==> config.mk <==
export PLATFORM = sky130hd
export DESIGN_NAME = systolic_array
export DESIGN_NICKNAME = d
export VERILOG_FILES = /design/src/rtl/systolic_array_pkg.sv /design/src/rtl/systolic_array_pe.sv /design/src/rtl/systolic_array.sv
export SDC_FILE = /design/constraint.sdc
export NUM_CORES = 1
export LEC_CHECK = 0
export CELL_PAD_IN_SITES_DETAIL_PLACEMENT = 1
export CELL_PAD_IN_SITES_GLOBAL_PLACEMENT = 1
export CORE_UTILIZATION = 48
export CTS_CLUSTER_SIZE = 12
export DETAILED_ROUTE_END_ITERATION = 12
export PLACE_DENSITY_LB_ADDON = 0.05
export SLEW_MARGIN = 10
export SYNTH_ARGS = -nofsm -noshare
export SYNTH_HDL_FRONTEND = slang
export SYNTH_HIERARCHICAL = 1
export SYNTH_SLANG_ARGS = --single-unit
==> constraint.sdc <==
create_clock -name clk -period 13.49 [get_ports clk]
set_input_delay 2.0235 -clock clk [delete_from_list [all_inputs] [get_ports clk]]
set_output_delay 2.0235 -clock clk [all_outputs]
set_load 0.005 [all_outputs]
==> src/rtl/systolic_array_pkg.sv <==
// Shared definitions for the systolic MAC array.
//   - Default array dimension and element/partial-sum widths.
//   - Preload sequencer state type.
//   - Lane-slicing helpers: lane k of a flat bus of W-bit lanes occupies
//     bits [k*W +: W].
package systolic_array_pkg;

  localparam int DEF_PE_SIZE    = 2;
  localparam int DEF_DATA_WIDTH = 8;
  localparam int DEF_PSUM_WIDTH = 32;

  typedef enum logic {
    PL_IDLE = 1'b0,
    PL_LOAD = 1'b1
  } preload_state_e;

  // Low bit index of a lane within a flat multi-lane bus.
  function automatic int lane_lo(input int lane, input int width);
    return lane * width;
  endfunction

  // Width of a counter that indexes n rows; never narrower than one bit.
  function automatic int ctr_width(input int n);
    return (n > 1) ? $clog2(n) : 1;
  endfunction

endpackage

==> src/rtl/systolic_array_pe.sv <==
// Single processing element of the systolic array.
//   Holds one stationary ifmap value, one weight register fed from above and
//   one partial-sum register fed from the left. The MAC adds ifmap*weight
//   (using the weight held before the edge) to the incoming psum.
// Ports:
//   clk, rst_n      clock and synchronous active-high reset
//   ifmap_we_i      write strobe for the stationary ifmap value
//   ifmap_i         ifmap value to store
//   w_i / w_en_i    weight and weight-valid from the PE above
//   p_i / p_en_i    psum and psum-valid from the PE to the left
//   ifmap_o         stored ifmap value
//   w_o / w_en_o    registered weight and valid, towards the PE below
//   p_o / p_en_o    registered psum and valid, towards the PE to the right
module systolic_pe
  import systolic_array_pkg::*;
#(
  parameter int DATA_WIDTH = DEF_DATA_WIDTH,
  parameter int PSUM_WIDTH = DEF_PSUM_WIDTH
) (
  input  logic                  clk,
  input  logic                  rst_n,
  input  logic                  ifmap_we_i,
  input  logic [DATA_WIDTH-1:0] ifmap_i,
  input  logic [DATA_WIDTH-1:0] w_i,
  input  logic                  w_en_i,
  input  logic [PSUM_WIDTH-1:0] p_i,
  input  logic                  p_en_i,
  output logic [DATA_WIDTH-1:0] ifmap_o,
  output logic [DATA_WIDTH-1:0] w_o,
  output logic                  w_en_o,
  output logic [PSUM_WIDTH-1:0] p_o,
  output logic                  p_en_o
);

  logic [DATA_WIDTH-1:0]   ifmap_q, ifmap_d;
  logic [DATA_WIDTH-1:0]   w_q, w_d;
  logic                    w_en_q, w_en_d;
  logic [PSUM_WIDTH-1:0]   p_q, p_d;
  logic                    p_en_q, p_en_d;
  logic [2*DATA_WIDTH-1:0] prod;
  logic [PSUM_WIDTH-1:0]   mac_sum;

  // Unsigned product, zero-extended; the add wraps modulo 2^PSUM_WIDTH.
  assign prod    = ifmap_q * w_q;
  assign mac_sum = p_i + PSUM_WIDTH'(prod);

  always_comb begin
    ifmap_d = ifmap_we_i ? ifmap_i : ifmap_q;
    w_en_d  = w_en_i;
    w_d     = w_en_i ? w_i : w_q;
    p_en_d  = p_en_i;
    p_d     = p_en_i ? mac_sum : p_q;
  end

  always_ff @(posedge clk) begin
    if (rst_n) begin
      ifmap_q <= '0;
      w_q     <= '0;
      w_en_q  <= 1'b0;
      p_q     <= '0;
      p_en_q  <= 1'b0;
    end else begin
      ifmap_q <= ifmap_d;
      w_q     <= w_d;
      w_en_q  <= w_en_d;
      p_q     <= p_d;
      p_en_q  <= p_en_d;
    end
  end

  assign ifmap_o = ifmap_q;
  assign w_o     = w_q;
  assign w_en_o  = w_en_q;
  assign p_o     = p_q;
  assign p_en_o  = p_en_q;

endmodule

==> src/rtl/systolic_array.sv <==
// PE_SIZE x PE_SIZE weight-streaming, ifmap-stationary systolic MAC array.
//   Weights flow top to bottom down each column, partial sums flow left to
//   right along each row. A preload sequencer writes one ifmap row per cycle
//   (row 0 on the start pulse, rows 1..N-1 on the following cycles).
// Ports:
//   clk, rst_n        clock and synchronous active-high reset
//   ifmap_row_i       ifmap row being preloaded, lane c = column c
//   weight_col_i      weights entering the top of each column
//   psum_row_i        psums entering the left of each row
//   ifmap_preload_i   start pulse for the row-by-row preload
//   weight_en_col_i   per-column weight valid
//   psum_en_row_i     per-row psum valid
//   ifmap_row_o       stored ifmap of the bottom row
//   weight_col_o      weight registers of the bottom row
//   psum_row_o        psum registers of the last column
//   weight_en_col_o   weight-valid registers of the bottom row
//   psum_en_row_o     psum-valid registers of the last column
module systolic_array
  import systolic_array_pkg::*;
#(
  parameter int PE_SIZE    = DEF_PE_SIZE,
  parameter int DATA_WIDTH = DEF_DATA_WIDTH,
  parameter int PSUM_WIDTH = DEF_PSUM_WIDTH
) (
  input  logic                             clk,
  input  logic                             rst_n,
  input  logic [PE_SIZE*DATA_WIDTH-1:0]    ifmap_row_i,
  input  logic [PE_SIZE*DATA_WIDTH-1:0]    weight_col_i,
  input  logic [PE_SIZE*PSUM_WIDTH-1:0]    psum_row_i,
  input  logic                             ifmap_preload_i,
  input  logic [PE_SIZE-1:0]               weight_en_col_i,
  input  logic [PE_SIZE-1:0]               psum_en_row_i,
  output logic [PE_SIZE*DATA_WIDTH-1:0]    ifmap_row_o,
  output logic [PE_SIZE*DATA_WIDTH-1:0]    weight_col_o,
  output logic [PE_SIZE*PSUM_WIDTH-1:0]    psum_row_o,
  output logic [PE_SIZE-1:0]               weight_en_col_o,
  output logic [PE_SIZE-1:0]               psum_en_row_o
);

  localparam int N  = PE_SIZE;
  localparam int RW = ctr_width(PE_SIZE);

  // ---------------------------------------------------------------------
  // Preload sequencer
  // ---------------------------------------------------------------------
  preload_state_e   state_q, state_d;
  logic [RW-1:0]    row_q, row_d;
  logic [N-1:0]     row_we;

  always_ff @(posedge clk) begin
    if (rst_n) begin
      state_q <= PL_IDLE;
      row_q   <= '0;
    end else begin
      state_q <= state_d;
      row_q   <= row_d;
    end
  end

  // A start pulse always wins: it writes row 0 and (re)starts the walk
  // through the remaining rows, even if a previous preload is mid-way.
  always_comb begin
    state_d = state_q;
    row_d   = row_q;
    if (ifmap_preload_i) begin
      if (N > 1) begin
        state_d = PL_LOAD;
        row_d   = RW'(1);
      end else begin
        state_d = PL_IDLE;
        row_d   = '0;
      end
    end else if (state_q == PL_LOAD) begin
      if (row_q == RW'(N - 1)) begin
        state_d = PL_IDLE;
        row_d   = '0;
      end else begin
        row_d = row_q + RW'(1);
      end
    end
  end

  for (genvar gi = 0; gi < N; gi++) begin : g_row_we
    if (gi == 0) begin : g_first
      assign row_we[gi] = ifmap_preload_i ||
                          (state_q == PL_LOAD && row_q == RW'(gi));
    end else begin : g_rest
      assign row_we[gi] = !ifmap_preload_i &&
                          (state_q == PL_LOAD && row_q == RW'(gi));
    end
  end

  // ---------------------------------------------------------------------
  // PE interconnect: w_net[r][c] feeds PE(r,c) from above, w_net[r+1][c]
  // leaves it downward; p_net[r][c] feeds PE(r,c) from the left.
  // ---------------------------------------------------------------------
  logic [DATA_WIDTH-1:0] w_net   [0:N][0:N-1];
  logic                  wen_net [0:N][0:N-1];
  logic [PSUM_WIDTH-1:0] p_net   [0:N-1][0:N];
  logic                  pen_net [0:N-1][0:N];

  for (genvar gi = 0; gi < N; gi++) begin : g_edges
    localparam int DLO = lane_lo(gi, DATA_WIDTH);
    localparam int PLO = lane_lo(gi, PSUM_WIDTH);

    assign w_net[0][gi]   = weight_col_i[DLO +: DATA_WIDTH];
    assign wen_net[0][gi] = weight_en_col_i[gi];
    assign p_net[gi][0]   = psum_row_i[PLO +: PSUM_WIDTH];
    assign pen_net[gi][0] = psum_en_row_i[gi];

    assign weight_col_o[DLO +: DATA_WIDTH] = w_net[N][gi];
    assign weight_en_col_o[gi]             = wen_net[N][gi];
    assign psum_row_o[PLO +: PSUM_WIDTH]   = p_net[gi][N];
    assign psum_en_row_o[gi]               = pen_net[gi][N];
  end

  for (genvar gi = 0; gi < N * N; gi++) begin : g_pe
    localparam int R   = gi / N;
    localparam int C   = gi % N;
    localparam int DLO = lane_lo(C, DATA_WIDTH);

    // Only the bottom row's stored ifmap is visible on the readback port.
    logic [DATA_WIDTH-1:0] ifmap_rb_maybe_unused;

    systolic_pe #(
      .DATA_WIDTH (DATA_WIDTH),
      .PSUM_WIDTH (PSUM_WIDTH)
    ) u_pe (
      .clk        (clk),
      .rst_n      (rst_n),
      .ifmap_we_i (row_we[R]),
      .ifmap_i    (ifmap_row_i[DLO +: DATA_WIDTH]),
      .w_i        (w_net[R][C]),
      .w_en_i     (wen_net[R][C]),
      .p_i        (p_net[R][C]),
      .p_en_i     (pen_net[R][C]),
      .ifmap_o    (ifmap_rb_maybe_unused),
      .w_o        (w_net[R+1][C]),
      .w_en_o     (wen_net[R+1][C]),
      .p_o        (p_net[R][C+1]),
      .p_en_o     (pen_net[R][C+1])
    );

    if (R == N - 1) begin : g_readback
      assign ifmap_row_o[DLO +: DATA_WIDTH] = ifmap_rb_maybe_unused;
    end
  end

endmodule

==> results of run 1 <==
[flip-flops by register name, summed over array words and instances, names as in the netlist]
name,cells
g_pe.u_pe/ifmap_o,32
g_pe.u_pe/p_en_o,4
g_pe.u_pe/p_o,128
g_pe.u_pe/w_en_o,4
g_pe.u_pe/w_o,32
row_q,1
state_q,1
[layer usage]
| layer | routed length [um] | vias to the layer above | track usage |
|---|---|---|---|
| li1 | - | 7705 | - |
| met1 | 26400 | 8208 | 0.371 |
| met2 | 25600 | 309 | 0.450 |
| met3 | 2240 | 61 | 0.0330 |
| met4 | 832 | 2 | 0.0525 |
| met5 | 13 | - | 0 |
[synth_stat cells (18+ instances only)]
master      n  area [um2]
inv_1     400        1500
nor2_1    215         807
dfxtp_1   202        4040
fa_1      200        4000
nand2_1   188         706
ha_1      164        2050
and2_1    150         938
mux2i_1   101        1010
a21oi_1    75         375
clkbuf_1   66         248
xnor2_1    48         420
a211oi_1   47         353
o21ai_0    26         130
nand2b_1   22         138
nand3_1    22         110
nor3_1     21         105
nand4_1    18         113
[worst paths after layout]
path / depth (start not counted) / slack [ns] / end
worst max-delay path: 16 / 7.15 / g_pe[2].u_pe/p_o[20]$_SDFFE_PP0P_
worst min-delay path: 2 / 0.46 / g_pe[1].u_pe/p_o[24]$_SDFFE_PP0P_
worst max register to register: 15 / 8.32 / g_pe[3].u_pe/p_o[27]$_SDFFE_PP0P_
worst min register to register: 2 / 0.46 / g_pe[1].u_pe/p_o[24]$_SDFFE_PP0P_
[power by group through the flow]
stage	clock, mW	sequential (mW)	combinational (mW)
final	0.719	0.688	0.398
after global routing	0.754	0.693	0.452
after CTS	0.735	0.687	0.403
after detailed placement	0	0.700	0.399
after global placement	0	0.698	0.380
after floorplan	0	0.671	0.272
[kinds of logic after synthesis]
group | Yosys count
AO/OA/AOI/OAI | 313
XOR/XNOR | 54
adder cells (fa/ha/maj) | 364
buffers and inverters | 496
flip-flops | 202
multiplexers | 101
AND/OR/NAND/NOR | 750
[worst max-delay path: cells and delay by family]
| family | cells | cell delay [ns] |
|---|---|---|
| adders and majority gates | 5 | 2.43 |
| buffers and inverters | 5 | 0.70 |
| AOI/OAI and AO/OA | 4 | 0.99 |
| and+or+nand+nor | 2 | 0.64 |
[cell type report]
| class | instances | area, um2 |
|---|---|---|
| Antenna cell | 1 | 2.50 |
| Inverter | 400 | 1500 |
| Tap cell | 525 | 657 |
| Clock buffer | 34 | 739 |
| Fill cell | 4759 | 17300 |
| Multi-Input combinational cell | 1582 | 13700 |
| Clock inverter | 8 | 124 |
| Sequential cell | 202 | 4050 |
| Timing Repair Buffer | 208 | 2060 |
[stage by stage]
step	setup slack, ns	cell area (um2)
2_1_floorplan	7.38	19700
3_3_place_gp	6.70	21900
3_5_place_dp	6.61	21900
4_1_cts	7.16	22800
5_1_grt	6.83	22800
6_report	7.15	22800
==> results.txt, run 1 <==
min-delay src -> g_pe[1].u_pe/p_o[24]$_SDFFE_PP0P_
antenna violations before repair -> 2
share of synthesized registers carrying an async set or reset -> 0
FF-to-FF Start -> g_pe[3].u_pe/ifmap_o[7]$_SDFFE_PP0P_
Worst Setup Path Type -> in2reg
GP Congestion -> 0.851
DIE HEIGHT -> 204 um
WP data arrival -> 6.78 ns
Critical Path End Type -> flop
HP Class -> reg2reg
total CTS buffers -> 25
CORE AREA -> 40100 um2
layout cell share with drive strength beyond 1 -> 0.0440
clock tree buffer depth -> 3
first-pass GRT wire length -> 90100 um
post_cts resized -> 0
Hold Worst Slack -> 0.459 ns
CTS clk-pin slew, worst paths -> 0.06 ns
largest net degree at the start of global routing -> 107
nets@finish -> 2886
sequential fraction of the synthesis area -> 0.205
critical path peak fanout -> 9
switching power -> 0.553 mW
RSZ-0062 raised after global routing -> false
Final setup viols -> 0
syn avg cell area -> 8.63 um2
Max Freq -> 0.158 GHz
mux share of post-synthesis cell area -> 0.0514
fin cells -> 2960
largest family of logic cells by synthesized area -> adder cells
power share of the sequential group -> 0.381
Critical path origin -> psum_row_i[38]
mean routed wirelength per cell -> 18.6 um
power share of the combinational group -> 0.220
simple-gate area share of the yosys netlist -> 0.192
max-cap violations -> 0
skew final -> 0.00999 ns
CP Data Required Time -> 13.93 ns
CTS hold repair buffers -> 0
worst path cell trace -> clkdlybuf4s50_1 > inv_1 > fa_1 > inv_1 > fa_1 > inv_1 > fa_1 > fa_1 > inv_1 > ha_1 > a21o_1 > a21oi_2 > a2111oi_4 > nor4_4 > or4_1 > a311oi_1
outcome -> complete, no violations
area grow syn2layout -> 15.9%
Synth Area in XOR/XNOR -> 0.0240
DRC viols -> 0
vias in the first global route -> 17300
via count -> 16300
die extent in x -> 204 um
EDFF count, synth -> 0
DRT iter0 DRCs -> 711
H-Tree Depth -> 1
Post-Syn Nets -> 2747
CP max stage delay -> 0.53 ns
most frequent cells in the layout -> inv_1 (400), nor2_1 (215), fa_1 (200), dfxtp_1 (200), clkdlybuf4s50_1 (199)
Mapped Cells -> 2280
top_reg_cell synth -> dfxtp_1
Pleak -> 10.4 nW
total track usage -> 0.269
Yosys cell types -> 86
Final Core Density -> 0.569
Yosys reg bits -> 202
DP Cell Count -> 2917
Yosys Warn Count -> 6
CTS Root Buffer Type -> clkbuf_16
Post-CTS Setup Repair Bufs -> 0
latest clock arrival within the worst-skew pair -> 0.54 ns
Peak VDD IR -> 0.0744 mV
Routed WL -> 55100 um
Power Dens Cells -> 79.2 nW/um2
# rows -> 73
post-route clock period utilization -> 0.470
clock share of power -> 0.398
Initial Utilization -> 0.491
Mapped Area -> 19700 um2
Final ANT Viol Nets -> 0
post-DP HPWL -> 43200 um
TNS Setup -> 0 ns
DRT Pass-1 Iters -> 5
internal power -> 1.25 mW
Post-Synth Adder-Cell Area -> 0.308
Slew Limit Fails -> 0
slew margin rel. -> 0.241
die area -> 41800 um2
critical path launch point type -> input pin
worst slew pin tran -> 1.14 ns
post-synthesis compound-gate area fraction -> 0.120
slowest CP cell -> fa_1
switching part of the total -> 0.306
CTS tree -> built
Vias/cell -> 5.50
total power -> 1.81 mW
final hold vios -> 0
port bufs -> 202
CTS Sinks -> 202
most common cell after layout, fill and taps aside -> inv_1
gr ovfl total -> 0
min Tclk post-route -> 6.34 ns
I/O pins -> 203
Power figures use the tool's default switching activity.
==> run 2: changes to the inputs <==
--- a/config.mk
+++ b/config.mk
@@ -7,7 +7,7 @@
 export LEC_CHECK = 0
 export CELL_PAD_IN_SITES_DETAIL_PLACEMENT = 1
 export CELL_PAD_IN_SITES_GLOBAL_PLACEMENT = 1
-export CORE_UTILIZATION = 48
+export CORE_UTILIZATION = 41
 export CTS_CLUSTER_SIZE = 12
 export DETAILED_ROUTE_END_ITERATION = 12
 export PLACE_DENSITY_LB_ADDON = 0.05
==> constraint.sdc (replaced) <==
create_clock -name clk -period 5.8 [get_ports clk]
set_input_delay 0.87 -clock clk [delete_from_list [all_inputs] [get_ports clk]]
set_output_delay 0.87 -clock clk [all_outputs]
set_load 0.005 [all_outputs]
==> run 2 against run 1 <==
Highest routed layer unchanged. Sequential share of layout area fell by 0.16 points. Critical endpoint is now g_pe[3].u_pe/p_o[27]$_SDFFE_PP0P_. First-iteration DRC count rose by 19%. Clock-buffer cell count rose by 3. Critical path depth fell by 1. Combinational power rose by 130%. Cell count rose by 3.3%. Setup slack got worse by 6.6 ns.
==> results.txt, run 2 (synthesized netlist as in run 1, its figures left out) <==
HP Class -> reg2reg
post-route clock period utilization -> 0.898
most frequent cells in the layout -> inv_1 (400), nor2_1 (215), fa_1 (200), dfxtp_1 (200), clkdlybuf4s50_1 (199)
via count -> 16200
critical path peak fanout -> 10
max reg flops -> 128
GP Congestion -> 0.825
vias in the first global route -> 17400
WP data arrival -> 5.64 ns
# rows -> 79
TNS Setup -> 0 ns
first-pass GRT wire length -> 92200 um
Final Cell Area -> 23000 um2
critical path launch point type -> flop
Routed WL -> 55300 um
Final ANT Viol Nets -> 0
Max Freq -> 0.192 GHz
DP Cell Count -> 3010
slew margin rel. -> 0.238
Peak VDD IR -> 0.156 mV
DRT Pass-1 Iters -> 5
Slew Limit Fails -> 0
CTS Sinks -> 202
Pleak -> 10.5 nW
post-DP HPWL -> 43400 um
layout cell share with drive strength beyond 1 -> 0.0494
RSZ-0062 raised after global routing -> false
die area -> 48900 um2
Final Core Density -> 0.490
largest net degree at the start of global routing -> 109
CTS clk-pin slew, worst paths -> 0.06 ns
H-Tree Depth -> 1
worst slew pin tran -> 1.14 ns
port bufs -> 202
skew final -> 0.0238 ns
Critical Path End Type -> flop
CORE AREA -> 47000 um2
Initial Utilization -> 0.419
Power Dens Cells -> 182 nW/um2
outcome -> complete, no violations
Placed Area -> 22100 um2
Post-CTS Setup Repair Bufs -> 0
area grow syn2layout -> 16.9%
DRT iter0 DRCs -> 848
I/O pins -> 203
Worst Setup Path Type -> reg2reg
CTS hold repair buffers -> 0
min Tclk post-route -> 5.21 ns
gr ovfl total -> 0
CP Data Required Time -> 6.23 ns
final hold vios -> 0
DIE HEIGHT -> 221 um
total CTS buffers -> 26
fin cells -> 3059
Final setup viols -> 0
post_cts resized -> 0
CTS Root Buffer Type -> clkbuf_16
max-cap violations -> 0
antenna violations before repair -> 3
die extent in x -> 221 um
total power -> 4.20 mW
nets@finish -> 2898
most common cell after layout, fill and taps aside -> inv_1
Vias/cell -> 5.28
total track usage -> 0.230
CTS tree -> built
DRC viols -> 0
latest clock arrival within the worst-skew pair -> 0.56 ns
mean routed wirelength per cell -> 18.1 um
clock tree buffer depth -> 3
==> run 2: cell count changes in the layout (fill, tap and decap cells not counted), sizes merged <==
cell / change
diode: +1
clkbuf: +3
clkinv: +4
buf: +11
bufinv: -1
clkinvlp: -1
==> run 2: metal layers <==
layer  vias up  track usage  share of wire
li1       7745            -              -
met1      8118        0.331           0.50
met2       247        0.377           0.45
met3        45       0.0280          0.035
met4         2       0.0314          0.012
met5         -            0        0.00031
==> run 2: per-stage QoR <==
step,setup slack (ns),hold slack (ns)
after floorplan,0.847,0.442
after global placement,0.155,0.444
after detailed placement,0.0916,0.455
after CTS,0.587,0.463
after global routing,0.276,0.500
final,0.590,0.456
==> run 2: power breakdown <==
group / switching [mW] / internal [mW] / total, mW
sequential: 0.125 / 1.48 / 1.60
clock: 0.648 / 1.02 / 1.67
combinational: 0.506 / 0.422 / 0.928
==> run 2: final timing paths <==
| check | startpoint | end | slack (ns) | depth (start not counted) |
|---|---|---|---|---|
| hold reg to reg | g_pe[1].u_pe/p_o[24]$_SDFFE_PP0P_ | g_pe[1].u_pe/p_o[24]$_SDFFE_PP0P_ | 0.46 | 2 |
| hold / removal | g_pe[1].u_pe/p_o[24]$_SDFFE_PP0P_ | g_pe[1].u_pe/p_o[24]$_SDFFE_PP0P_ | 0.46 | 2 |
| setup / recovery | g_pe[3].u_pe/w_o[2]$_SDFFE_PP0P_ | g_pe[3].u_pe/p_o[27]$_SDFFE_PP0P_ | 0.59 | 15 |
| setup reg to reg | g_pe[3].u_pe/w_o[2]$_SDFFE_PP0P_ | g_pe[3].u_pe/p_o[27]$_SDFFE_PP0P_ | 0.59 | 15 |
==> run 2: cell type report <==
class | instances | area, um2
Sequential cell | 202 | 4050
Timing Repair Buffer | 219 | 2140
Clock buffer | 37 | 783
Tap cell | 607 | 759
Inverter | 400 | 1500
Clock inverter | 10 | 103
Fill cell | 5554 | 23900
Multi-Input combinational cell | 1582 | 13700
Antenna cell | 2 | 5.00
==> run 2: critical path: stages (launching register included) <==
cell and delay [ns]:
dfxtp_1 0.60, nand2_1 0.15, fa_1 0.56, inv_1 0.06, fa_1 0.52, fa_1 0.49, inv_1 0.05, fa_1 0.47
inv_1 0.04, ha_1 0.41, nor3_1 0.07, or3_1 0.36, a31o_4 0.25, a2111oi_2 0.56, o21bai_1 0.11, a2111oi_1 0.37
